===== src/rtl/uart_pkg.sv =====
// Shared UART definitions: receiver state encoding, default bit timing and
// the 3-sample majority helper used for mid-bit voting.
package uart_pkg;

    // Bit period in clk cycles; shared with the uart2 transmitter.
    localparam int CLKS_PER_BIT_DEFAULT = 16;

    typedef enum logic [2:0] {
        ST_IDLE  = 3'd0,
        ST_START = 3'd1,
        ST_DATA  = 3'd2,
        ST_STOP  = 3'd3,
        ST_BREAK = 3'd4
    } rx_state_e;

    // Majority of three samples, so a single corrupted sample cannot flip a bit.
    function automatic logic maj3(input logic a, input logic b, input logic c);
        return (a & b) | (a & c) | (b & c);
    endfunction

endpackage


===== src/rtl/uart_rx_sync.sv =====
// Two-flop synchronizer for the asynchronous rx pad, plus a falling-edge
// detect on the synchronized line used to spot a start bit.
module uart_rx_sync (
    input  logic clk,
    input  logic reset,
    input  logic rx_pin,
    output logic rx_s,
    output logic fall
);

    logic meta_q, meta_d;
    logic sync_q, sync_d;
    logic prev_q, prev_d;

    // Shift the pad value through the chain and keep one older copy for edge detection.
    always_comb begin
        meta_d = rx_pin;
        sync_d = meta_q;
        prev_d = sync_q;
    end

    // Preset to the idle-high level so leaving reset never looks like a start bit.
    always_ff @(posedge clk) begin
        if (reset) begin
            meta_q <= 1'b1;
            sync_q <= 1'b1;
            prev_q <= 1'b1;
        end else begin
            meta_q <= meta_d;
            sync_q <= sync_d;
            prev_q <= prev_d;
        end
    end

    assign rx_s = sync_q;
    assign fall = ~sync_q & prev_q;

endmodule


===== src/rtl/uart_rx_os.sv =====
// 8N1 UART receiver with mid-bit majority voting, glitch-rejecting start
// check, framing check, break handling and a valid/ready byte output with
// overrun reporting.
module uart_rx_os
    import uart_pkg::*;
#(
    parameter int CLKS_PER_BIT = CLKS_PER_BIT_DEFAULT,
    parameter int DATA_BITS    = 8
) (
    input  logic                 clk,
    input  logic                 reset,
    input  logic                 rx_pin,
    output logic [DATA_BITS-1:0] rx_data,
    output logic                 rx_valid,
    input  logic                 rx_ready,
    output logic                 rx_busy,
    output logic                 frame_err,
    output logic                 overrun
);

    localparam int CW = $clog2(CLKS_PER_BIT);
    localparam int IW = (DATA_BITS > 1) ? $clog2(DATA_BITS) : 1;
    localparam int H  = CLKS_PER_BIT / 2;

    localparam logic [CW-1:0] CNT_LAST = CW'(CLKS_PER_BIT - 1);
    localparam logic [CW-1:0] CNT_S0   = CW'(H - 1);
    localparam logic [CW-1:0] CNT_S1   = CW'(H);
    localparam logic [CW-1:0] CNT_VOTE = CW'(H + 1);
    localparam logic [IW-1:0] IDX_LAST = IW'(DATA_BITS - 1);

    logic rx_s;
    logic fall;

    rx_state_e              state_q, state_d;
    logic [CW-1:0]          cnt_q, cnt_d;
    logic [IW-1:0]          idx_q, idx_d;
    logic [DATA_BITS-1:0]   sh_q, sh_d;
    logic                   samp0_q, samp0_d;
    logic                   samp1_q, samp1_d;
    logic [DATA_BITS-1:0]   rx_data_q, rx_data_d;
    logic                   rx_valid_q, rx_valid_d;
    logic                   frame_err_q, frame_err_d;
    logic                   overrun_q, overrun_d;

    logic                   wrap;
    logic                   at_vote;
    logic                   vote;
    logic                   deliver;

    uart_rx_sync u_sync (
        .clk    (clk),
        .reset  (reset),
        .rx_pin (rx_pin),
        .rx_s   (rx_s),
        .fall   (fall)
    );

    assign wrap    = (cnt_q == CNT_LAST);
    assign at_vote = (cnt_q == CNT_VOTE);
    assign vote    = maj3(samp0_q, samp1_q, rx_s);

    // Frame sequencing, bit timing, sampling and the output handshake register.
    always_comb begin
        state_d     = state_q;
        cnt_d       = wrap ? '0 : cnt_q + 1'b1;
        idx_d       = idx_q;
        sh_d        = sh_q;
        samp0_d     = (cnt_q == CNT_S0) ? rx_s : samp0_q;
        samp1_d     = (cnt_q == CNT_S1) ? rx_s : samp1_q;
        rx_data_d   = rx_data_q;
        rx_valid_d  = rx_valid_q;
        frame_err_d = 1'b0;
        overrun_d   = 1'b0;
        deliver     = 1'b0;

        case (state_q)
            ST_IDLE: begin
                cnt_d = '0;
                if (fall) begin
                    state_d = ST_START;
                end
            end
            ST_START: begin
                if (at_vote && vote) begin
                    state_d = ST_IDLE;
                end else if (wrap) begin
                    state_d = ST_DATA;
                    idx_d   = '0;
                end
            end
            ST_DATA: begin
                if (at_vote) begin
                    sh_d[idx_q] = vote;
                end
                if (wrap) begin
                    if (idx_q == IDX_LAST) begin
                        state_d = ST_STOP;
                    end else begin
                        idx_d = idx_q + 1'b1;
                    end
                end
            end
            ST_STOP: begin
                if (at_vote) begin
                    if (vote) begin
                        deliver = 1'b1;
                        state_d = ST_IDLE;
                    end else begin
                        frame_err_d = 1'b1;
                        state_d     = ST_BREAK;
                    end
                end
            end
            ST_BREAK: begin
                if (rx_s) begin
                    state_d = ST_IDLE;
                end
            end
            default: begin
                state_d = ST_IDLE;
            end
        endcase

        if (deliver) begin
            if (!rx_valid_q || rx_ready) begin
                rx_data_d  = sh_q;
                rx_valid_d = 1'b1;
            end else begin
                overrun_d = 1'b1;
            end
        end else if (rx_valid_q && rx_ready) begin
            rx_valid_d = 1'b0;
        end
    end

    // Register all state; reset drops any partial or pending byte without flags.
    always_ff @(posedge clk) begin
        if (reset) begin
            state_q     <= ST_IDLE;
            cnt_q       <= '0;
            idx_q       <= '0;
            sh_q        <= '0;
            samp0_q     <= 1'b1;
            samp1_q     <= 1'b1;
            rx_data_q   <= '0;
            rx_valid_q  <= 1'b0;
            frame_err_q <= 1'b0;
            overrun_q   <= 1'b0;
        end else begin
            state_q     <= state_d;
            cnt_q       <= cnt_d;
            idx_q       <= idx_d;
            sh_q        <= sh_d;
            samp0_q     <= samp0_d;
            samp1_q     <= samp1_d;
            rx_data_q   <= rx_data_d;
            rx_valid_q  <= rx_valid_d;
            frame_err_q <= frame_err_d;
            overrun_q   <= overrun_d;
        end
    end

    assign rx_data   = rx_data_q;
    assign rx_valid  = rx_valid_q;
    assign frame_err = frame_err_q;
    assign overrun   = overrun_q;
    assign rx_busy   = (state_q != ST_IDLE);

endmodule


===== config.mk =====
export PLATFORM = sky130hd
export DESIGN_NAME = uart_rx_os
export DESIGN_NICKNAME = d
export VERILOG_FILES = /design/src/rtl/uart_pkg.sv /design/src/rtl/uart_rx_sync.sv /design/src/rtl/uart_rx_os.sv
export SDC_FILE = /design/constraint.sdc
export NUM_CORES = 1
export LEC_CHECK = 0
export CORE_MARGIN = 2
export CORE_UTILIZATION = 27
export CTS_CLUSTER_DIAMETER = 150
export DETAILED_ROUTE_END_ITERATION = 8
export GPL_ROUTABILITY_DRIVEN = 1
export PLACE_DENSITY = 0.54
export RECOVER_POWER = 100
export SETUP_SLACK_MARGIN = 0.5
export SLEW_MARGIN = 20
export SYNTH_ARGS = -nofsm -noshare
export SYNTH_HDL_FRONTEND = slang
export SYNTH_SLANG_ARGS = --single-unit

===== constraint.sdc =====
create_clock -name clk -period 2.6 [get_ports clk]
set_clock_uncertainty 0.2 [all_clocks]
set_input_delay 0.52 -clock clk [delete_from_list [all_inputs] [get_ports clk]]
set_output_delay 0.52 -clock clk [all_outputs]
set_load 0.02 [all_outputs]

# ---- Yosys cells after proc, flatten, opt, wreduce, memory -nomap -nowiden
# Index checks and enable logic that the tools add are counted.
dict set report totals {
  ff_bits 34
  inputBits 4
  output_inout_bits 12
  wordCells 88
}
dict set report op_classes {
  reduce_logical 17
  eq_ne 19
  order_cmp 2
  mux 25
  bitwise_logic 10
  n_addsub 2
}
# op n
set ops {}
lappend ops {{3-bit 2-to-1 mux} 12}
lappend ops {{3-bit case mux with 5 select lines} 1}
lappend ops {{2-bit != test, second input constant} 7}
lappend ops {{4-bit == test, second input constant} 3}
lappend ops {{1-bit 2-to-1 mux} 9}
lappend ops {{8-bit bitwise mux} 1}
lappend ops {{3-bit by 2-bit == test with 1-bit output, second input constant} 2}
lappend ops {{3-bit == test, second input constant} 2}
lappend ops {{3-bit case mux with 2 select lines} 1}
lappend ops {{2-bit AND reduction} 3}
lappend ops {{6-bit AND reduction} 1}
lappend ops {{3-bit OR reduction} 2}
lappend ops {{5-bit AND reduction} 1}
lappend ops {{4-bit by 1-bit adder with 4-bit output, second input constant} 1}
lappend ops {{1-bit bitwise AND} 4}
lappend ops {{4-bit by 3-bit == test with 1-bit output, second input constant} 1}
lappend ops {{3-bit by 4-bit < comparator with 1-bit output, second input constant} 1}
lappend ops {{2-bit by 1-bit != test with 1-bit output, second input constant} 2}
lappend ops {{1-bit NOT} 4}
lappend ops {{2-bit nonzero test} 2}
lappend ops {{3-bit by 1-bit adder with 3-bit output, second input constant} 1}
lappend ops {{1-bit demux with 3-bit select} 1}
lappend ops {{3-bit by 1-bit == test with 1-bit output, second input constant} 1}
lappend ops {{3-bit by 1-bit >= comparator with 1-bit output, second input constant} 1}
lappend ops {{8 further kinds} 11}

# ---- Logic depth before layout (Yosys ltp)
# Gate-level depths: netlist of run 1.
dict set report logic_depth {
  depth_word 8
  mapped_depth 7
  depth_no_buf 6
}

# ---- Modules after synthesis
# A second synthesis of run 1 with hierarchy kept.
dict set report unflattened {
  cells_unflattened 156
  area_unflattened_um2 1545.2
}
# mod instances area_each_um2 seq_area_each_um2 cells_per_inst
set modules_own_cells {}
lappend modules_own_cells {uart_rx_os 1 1460.2 620.6 149}
lappend modules_own_cells {uart_rx_sync 1 85.1 60.1 7}

# ---- Least setup slack after synthesis of run 1
# OpenSTA, ideal clock, no wires.
dict set report synth_path {
  kind {register to register}
  startpoint {reg idx_q[0]}
  endpoint {reg state_q[0]}
  setup_slack_ps 639
  required_ps 2277
  setup_time_ps 123
  stages_incl_launch_ff 7
  arrival_time_ps 1638
  cell_sequence {dfxtp_1 > ha_1 > ha_1 > inv_1 > o311a_1 > a311o_1 > mux2_1}
}
dict set report synth_between {
  elab_chain_len 3
}
# item line_no
set synth_rtl {}
lappend synth_rtl {{start: declaration} uart_rx_os.sv:36} ;# logic [IW-1:0] idx_q, idx_d;
lappend synth_rtl {{start signal: assignment} uart_rx_os.sv:152} ;# idx_q <= idx_d;
lappend synth_rtl {{3-bit == test} uart_rx_os.sv:96} ;# if (idx_q == IDX_LAST) begin
lappend synth_rtl {{2-bit != test (no line)} -}
lappend synth_rtl {{6-bit AND reduction (no line)} -}
lappend synth_rtl {{end signal: assignment} uart_rx_os.sv:150} ;# state_q <= state_d;
lappend synth_rtl {{end: declaration} uart_rx_os.sv:34} ;# rx_state_e state_q, state_d;
# No other way between the ends.
# A chain may end at the register's enable or synchronous reset.

# ---- Final worst setup path of run 1
dict set report layout_path {
  startpoint {in reset}
  endpoint {reg overrun_q (netlist: overrun)}
}
dict set report layout_between {
  elab_chain_len 1
}
# item line_no
set layout_rtl {}
lappend layout_rtl {{start: declaration} uart_rx_os.sv:11} ;# input logic reset,
lappend layout_rtl {{2-bit OR reduction (no line)} -}
lappend layout_rtl {{end signal: assignment} uart_rx_os.sv:159} ;# overrun_q <= overrun_d;
lappend layout_rtl {{end: declaration} uart_rx_os.sv:43} ;# logic overrun_q, overrun_d;
# No other way between the ends.

==> results of run 1 <==
## layout make-up
class | count | area, sq um | share of cell area (%)
Clock buffer | 7 | 76.3 | 4.04
Clock inverter | 1 | 30.0 | 1.59
Inverter | 7 | 26.3 | 1.39
Multi-Input combinational cell | 112 | 803 | 42.5
Sequential cell | 34 | 694 | 36.8
Tap cell | 72 | 90.1 | 4.77
Timing Repair Buffer | 18 | 168 | 8.88
## final timing paths
kind                 startpoint          end  slack (ns)  cells after the start
hold / removal    u_sync.meta_q  u_sync.rx_s        0.21                      1
setup / recovery          reset      overrun        0.44                      3
setup reg to reg    u_sync.rx_s   state_q[2]        0.46                      4
hold reg to reg   u_sync.meta_q  u_sync.rx_s        0.21                      1
## per-stage QoR
step / area, sq um / util [%] / worst slack [ns]
2_1_floorplan: 1560 / - / 0.639
3_3_place_gp: 1750 / 31.6 / 0.477
3_5_place_dp: 1750 / 31.6 / 0.453
4_1_cts: 1870 / 33.7 / 0.515
5_1_grt: 1890 / 34.1 / 0.252
6_report: 1890 / 34.1 / 0.444
## layer usage
metal | wire length, um | global-route usage [%] | part of all wire [%]
met3 | 103 | 3.26 | 3.5
met1 | 1500 | 12.9 | 51
met2 | 1230 | 15.4 | 42
met4 | 102 | 6.95 | 3.5
met5 | 0 | 0 | 0
## sequential cells by signal, summed over array words and instances, names as in the netlist, 3 cells and up
signal   count
sh_q         8
rx_data      8
idx_q        3
cnt_q        4
state_q      3
## layout by cell type, fill, tap and decap left out, types with 5 or more instances in the layout
master,n
sky130_fd_sc_hd__dfxtp_1,27
sky130_fd_sc_hd__nor2_1,21
sky130_fd_sc_hd__mux2i_1,17
sky130_fd_sc_hd__dlygate4sd3_1,12
sky130_fd_sc_hd__inv_1,7
sky130_fd_sc_hd__nor2b_1,6
sky130_fd_sc_hd__o21ai_0,6
sky130_fd_sc_hd__nand4_1,6
sky130_fd_sc_hd__nand3_1,5
sky130_fd_sc_hd__clkbuf_8,5
sky130_fd_sc_hd__dfxtp_2,5
## logic make-up (layout without fill, tap and decap cells)
family / Yosys count / after routing / synth area share, %
multiplexers: 20 / 20 / 13.1
AND/OR/NAND/NOR: 67 / 67 / 23.9
adder cells (fa/ha/maj): 6 / 6 / 4.73
XOR/XNOR: 2 / 2 / 1.12
buffers and inverters: 17 / 33 / 5.45
AO/OA/AOI/OAI: 17 / 17 / 8.17
flip-flops: 34 / 34 / 43.6
## power by group
| part | switching, mW | internal, mW | total [mW] |
|---|---|---|---|
| clock | 0.185 | 0.287 | 0.472 |
| sequential | 0.0266 | 0.532 | 0.559 |
| combinational | 0.0492 | 0.0402 | 0.0894 |
| total | 0.261 | 0.859 | 1.12 |
## what timing repair did
action,4_1_cts,5_1_grt
resized for setup,8,7
setup buffers,0,2
pin swaps,0,1
endpoints found under the setup margin,3,2
==> flow_summary.rst, run 1 <==
.. list-table::
   :header-rows: 1

   * - Metric
     - Value
   * - Global routing usage summed across all routing layers
     - 10.4%
   * - Worst min-delay path category
     - register to register
   * - Cell area after synthesis
     - 1560 sq um
   * - Clock edge transition at the registers on the reported setup and hold paths
     - 0.07 ns
   * - Top cells by area in the synthesized netlist
     - sky130_fd_sc_hd__dfxtp_1, sky130_fd_sc_hd__mux2i_1, sky130_fd_sc_hd__nor2_1, sky130_fd_sc_hd__ha_1, sky130_fd_sc_hd__nand4_1
   * - Maxcap violations
     - 0
   * - Kind of cell adding the most delay to the critical path
     - buffers and inverters
   * - Area leader, netlist
     - sky130_fd_sc_hd__dfxtp_1
   * - Worst-case vdd ir drop
     - 300 uV
   * - Portion of the post-synthesis area used by sequential elements
     - 43.6%
   * - Category of the critical setup timing path
     - primary input to register
   * - Count of final setup violators
     - 0
   * - Post-synthesis cell type count
     - 40
   * - Slowest cell delay on critical path
     - 0.78 ns
   * - Post-layout power
     - 1.12 mW
   * - Kind of end point of the critical path
     - register
   * - Number of hold violations in the final report
     - 0
   * - # placed instances
     - 241
   * - Tcrit/Tclk final
     - 82.9%
   * - Total number of yosys warnings
     - 0
   * - Startpoint types
     - primary input
   * - Die outline height
     - 80.1 um
   * - Power density over the cells
     - 594 nW/um^2
   * - Worst path bufs/invs
     - 2
   * - Total number of vias
     - 1,172
   * - Average footprint of a synthesized cell
     - 9.58 sq um
   * - Final slew viol count
     - 0
   * - DIE WIDTH
     - 80.1 um
   * - Final cell count without fillers
     - 251
   * - Required time of the critical path
     - 2.54 ns
   * - First-pass GRT wire length
     - 5150 um
   * - Detailed Route Iter0 Violations
     - 33
   * - EDFF count, synth
     - 0
   * - Net Count, Synth
     - 172
   * - Port Buffer Count
     - 15
   * - Global-route congestion overflow total
     - 0
   * - Fin Setup TNS
     - 0 ns
   * - H-Tree Depth
     - 2
   * - LEAKAGE
     - 0.800 nW
   * - Most frequently used cell type in the post-synthesis netlist
     - sky130_fd_sc_hd__dfxtp_1
   * - Leading register cell type out of synthesis
     - sky130_fd_sc_hd__dfxtp_1
   * - Critical-path top delay cell
     - sky130_fd_sc_hd__dlygate4sd3_1
   * - Total number of clock tree sinks
     - 34
   * - Maximum number of pins on one net before global-route repair
     - 19
   * - Synth async-reset ratio
     - 0%
   * - Area delta synth->final
     - 20.9%
   * - Final GP Congestion
     - 0.715
   * - Die area
     - 6410 sq um
   * - Number of core rows
     - 27
   * - Per-cell via count in the routed design
     - 4.67
   * - Min Tclk post-route
     - 2.16 ns
   * - Number of antenna violations at the first check in global routing
     - 0
   * - Post-detailed-route wirelength per cell
     - 11.7 um
   * - Via count of the first global-routing pass
     - 1,123
   * - Detailed Route WL
     - 2930 um
   * - Effective utilization at floorplan
     - 28.2%
   * - Top-area cell type share of the netlist area
     - 43.6%
   * - Remaining number of nets flagged by the antenna check after routing
     - 0
   * - Gate count of the mapped netlist
     - 163
   * - CORE AREA
     - 5540 sq um
   * - I/O Pins
     - 16
   * - Number of buffers inserted during clock tree synthesis
     - 5
   * - Measured slew at the worst slew-check pin
     - 0.801 ns
   * - Clock latency on the worst-skew pair
     - 0.28 ns
   * - CTS max path bufs
     - 2
   * - Number of antenna diodes
     - 0
   * - Layout net count
     - 187
   * - Number of hold buffers added after CTS
     - 0
   * - Root buffer cell
     - sky130_fd_sc_hd__clkbuf_8
   * - Tightest hold margin
     - 0.212 ns
   * - Total of flip-flops plus latches after synthesis
     - 34
   * - Fmax
     - 464 MHz
   * - Post-route DRC violation count
     - 0
   * - Iteration count of the initial detailed-routing pass
     - 4
   * - Placed wire-length estimate after detailed placement
     - 2000 um
   * - Filler Cell Count
     - 609
   * - Run status
     - finished, final reports clean
   * - Clock tree from TritonCTS
     - yes
   * - CP max FO
     - 18
   * - Unrepaired setup endpoints after global routing
     - no
   * - Share of post-route cells with drive strength above 1
     - 14.5%
   * - Headroom to the max-slew limit
     - 46.6%
   * - Cell breakdown of the critical path
     - dlygate4sd3_1 > clkbuf_1 > nor3_1
   * - Arrival time at the worst endpoint
     - 2.10 ns
   * - Synth top cells by count
     - sky130_fd_sc_hd__dfxtp_1, sky130_fd_sc_hd__nor2_1, sky130_fd_sc_hd__mux2i_1, sky130_fd_sc_hd__inv_1
(Power assumes the default switching activity.)
==> inputs of run 2 (changes only) <==
- PLACE_DENSITY: 0.54 -> 0.55
- clock period: 2.6 -> 1.9 ns (I/O delays scaled with it)
==> flow_summary.rst, run 2 (synthesis gave the netlist of run 1 again) <==
.. list-table::
   :header-rows: 1

   * - Metric
     - Value
   * - Run status
     - finished, violations left
   * - Failing checks
     - setup timing
   * - Final GP Congestion
     - 0.780
   * - Clock edge transition at the registers on the reported setup and hold paths
     - 0.08 ns
   * - Worst min-delay path category
     - register to register
   * - Final slew viol count
     - 0
   * - Clock tree from TritonCTS
     - yes
   * - Post-detailed-route wirelength per cell
     - 12.4 um
   * - Category of the critical setup timing path
     - register to register
   * - CORE AREA
     - 5540 sq um
   * - Number of antenna diodes
     - 0
   * - Power density over the cells
     - 744 nW/um^2
   * - CP max FO
     - 3
   * - Capture instance of the worst register-to-register path
     - state_q[2]
   * - Total number of vias
     - 1,269
   * - Unrepaired setup endpoints after global routing
     - yes
   * - Maximum number of pins on one net before global-route repair
     - 19
   * - I/O Pins
     - 16
   * - Worst-case vdd ir drop
     - 492 uV
   * - Kind of end point of the critical path
     - register
   * - Worst flop-to-flop path startpoint
     - idx_q[1]
   * - Most prevalent standard cell on the critical path
     - sky130_fd_sc_hd__ha_4
   * - Critical-path top delay cell
     - sky130_fd_sc_hd__dfxtp_4
   * - Remaining number of nets flagged by the antenna check after routing
     - 0
   * - Worst R2R Setup Slack
     - -0.008 ns
   * - Beginning of the critical path
     - idx_q[1]
   * - Number of buffers inserted during clock tree synthesis
     - 5
   * - Worst path bufs/invs
     - 1
   * - Layout net count
     - 209
   * - Fin Setup TNS
     - -0.00787 ns
   * - LEAKAGE
     - 0.932 nW
   * - Die outline height
     - 80.1 um
   * - Die area
     - 6410 sq um
   * - Number of antenna violations at the first check in global routing
     - 0
   * - Commonest cells after routing, fill and taps aside
     - sky130_fd_sc_hd__dfxtp_1, sky130_fd_sc_hd__buf_4, sky130_fd_sc_hd__nor2_1
   * - H-Tree Depth
     - 2
   * - Post-route DRC violation count
     - 0
   * - Setup WS pre-CTS
     - -0.0217 ns
   * - Iteration count of the initial detailed-routing pass
     - 4
   * - Root buffer cell
     - sky130_fd_sc_hd__clkbuf_8
   * - Global routing usage summed across all routing layers
     - 11.8%
   * - Min Tclk post-route
     - 1.91 ns
   * - Startpoint types
     - register
   * - Global-route congestion overflow total
     - 0
   * - Number of hold buffers added after CTS
     - 0
   * - Measured slew at the worst slew-check pin
     - 0.411 ns
   * - Number of cell instances on the worst register-to-register path
     - 6
   * - Total number of clock tree sinks
     - 34
   * - Number of core rows
     - 27
   * - Number of hold violations in the final report
     - 0
   * - Via count of the first global-routing pass
     - 1,193
   * - Cell breakdown of the critical path
     - ha_4 > ha_4 > inv_2 > o311a_1 > a311o_1 > mux2_1
   * - Fmax
     - 524 MHz
   * - Area after detailed placement
     - 2010 sq um
   * - Slowest cell delay on critical path
     - 0.36 ns
   * - Clock latency on the worst-skew pair
     - 0.29 ns
   * - Count of final setup violators
     - 1
   * - Headroom to the max-slew limit
     - 72.5%
   * - Setup crit end
     - state_q[2]
   * - Tcrit/Tclk final
     - 100%
   * - Stages on worst setup path
     - 6
   * - Detailed Route Iter0 Violations
     - 42
   * - Effective utilization at floorplan
     - 28.2%
   * - Required time of the critical path
     - 1.87 ns
   * - Placed wire-length estimate after detailed placement
     - 2360 um
   * - Area delta synth->final
     - 39.2%
   * - Most frequent standard cell in the layout excluding fill and tap cells
     - sky130_fd_sc_hd__dfxtp_1
   * - Post-layout power
     - 1.62 mW
   * - Maxcap violations
     - 0
   * - Arrival time at the worst endpoint
     - 1.88 ns
   * - Per-cell via count in the routed design
     - 4.65
   * - Filler Cell Count
     - 579
   * - Share of post-route cells with drive strength above 1
     - 38.3%
   * - Worst setup margin
     - -0.00787 ns
   * - Detailed Route WL
     - 3390 um
   * - Kind of cell adding the most delay to the critical path
     - compound AO/OA/AOI/OAI gates
   * - First-pass GRT wire length
     - 5790 um
   * - DIE WIDTH
     - 80.1 um
   * - Port Buffer Count
     - 15
   * - CTS max path bufs
     - 2
   * - Design area
     - 2170 sq um
[run 2: cell types whose count changed in the layout (fill, tap and decap cells not counted), moves of 3 or more]
cell | before | now
sky130_fd_sc_hd__o21ai_0 | 6 | 2
sky130_fd_sc_hd__ha_4 | 0 | 3
sky130_fd_sc_hd__dlygate4sd3_1 | 12 | 0
sky130_fd_sc_hd__dfxtp_4 | 2 | 5
sky130_fd_sc_hd__buf_6 | 0 | 3
sky130_fd_sc_hd__buf_4 | 2 | 24
sky130_fd_sc_hd__o21ai_1 | 0 | 4
sky130_fd_sc_hd__buf_2 | 0 | 9
sky130_fd_sc_hd__ha_1 | 4 | 1
[run 2: worst min path at each step]
| stage | start | endpoint | cells after the start |
|---|---|---|---|
| after global placement | u_sync.meta_q | u_sync.rx_s | 1 |
| after global routing | u_sync.meta_q | u_sync.rx_s | 1 |
| after floorplan | u_sync.meta_q | u_sync.rx_s | 1 |
| final | u_sync.meta_q | u_sync.rx_s | 1 |
| after detailed placement | u_sync.meta_q | u_sync.rx_s | 1 |
| after CTS | u_sync.meta_q | u_sync.rx_s | 1 |
[run 2: layer usage]
metal / wire length [um] / GRT usage, % / share of wire [%] / up-vias
li1: - / - / - / 656
met1: 1740 / 15.7 / 51 / 590
met2: 1510 / 17.5 / 45 / 18
met3: 91 / 3.37 / 2.7 / 5
met4: 50 / 5.59 / 1.5 / 0
met5: 0 / 0 / 0 / -
[run 2: what timing repair did]
item | 4_1_cts | 5_1_grt
gates resized for setup | 60 | 11
pin swaps | 3 | 2
cloned | 0 | 0
setup buffers | 4 | 1
setup endpoints to repair | 44 | 28
[run 2: layout make-up]
| class | count | area (sq um) | area share [%] |
|---|---|---|---|
| Clock buffer | 8 | 111 | 5.12 |
| Inverter | 7 | 26.3 | 1.21 |
| Multi-Input combinational cell | 112 | 935 | 43.0 |
| Sequential cell | 34 | 703 | 32.4 |
| Tap cell | 72 | 90.1 | 4.15 |
| Timing Repair Buffer | 40 | 308 | 14.2 |
[run 2: per-stage QoR]
step,hold slack (ns),std cells,util [%]
2_1_floorplan,0.189,163,-
5_1_grt,0.241,273,39.2
3_5_place_dp,0.197,260,36.2
3_3_place_gp,0.194,260,36.2
6_report,0.213,273,39.2
4_1_cts,0.213,272,38.7
[run 2: report_power, final]
part | internal, mW | switching [mW]
clock network | 0.375 | 0.268
logic | 0.115 | 0.0919
registers | 0.727 | 0.0380
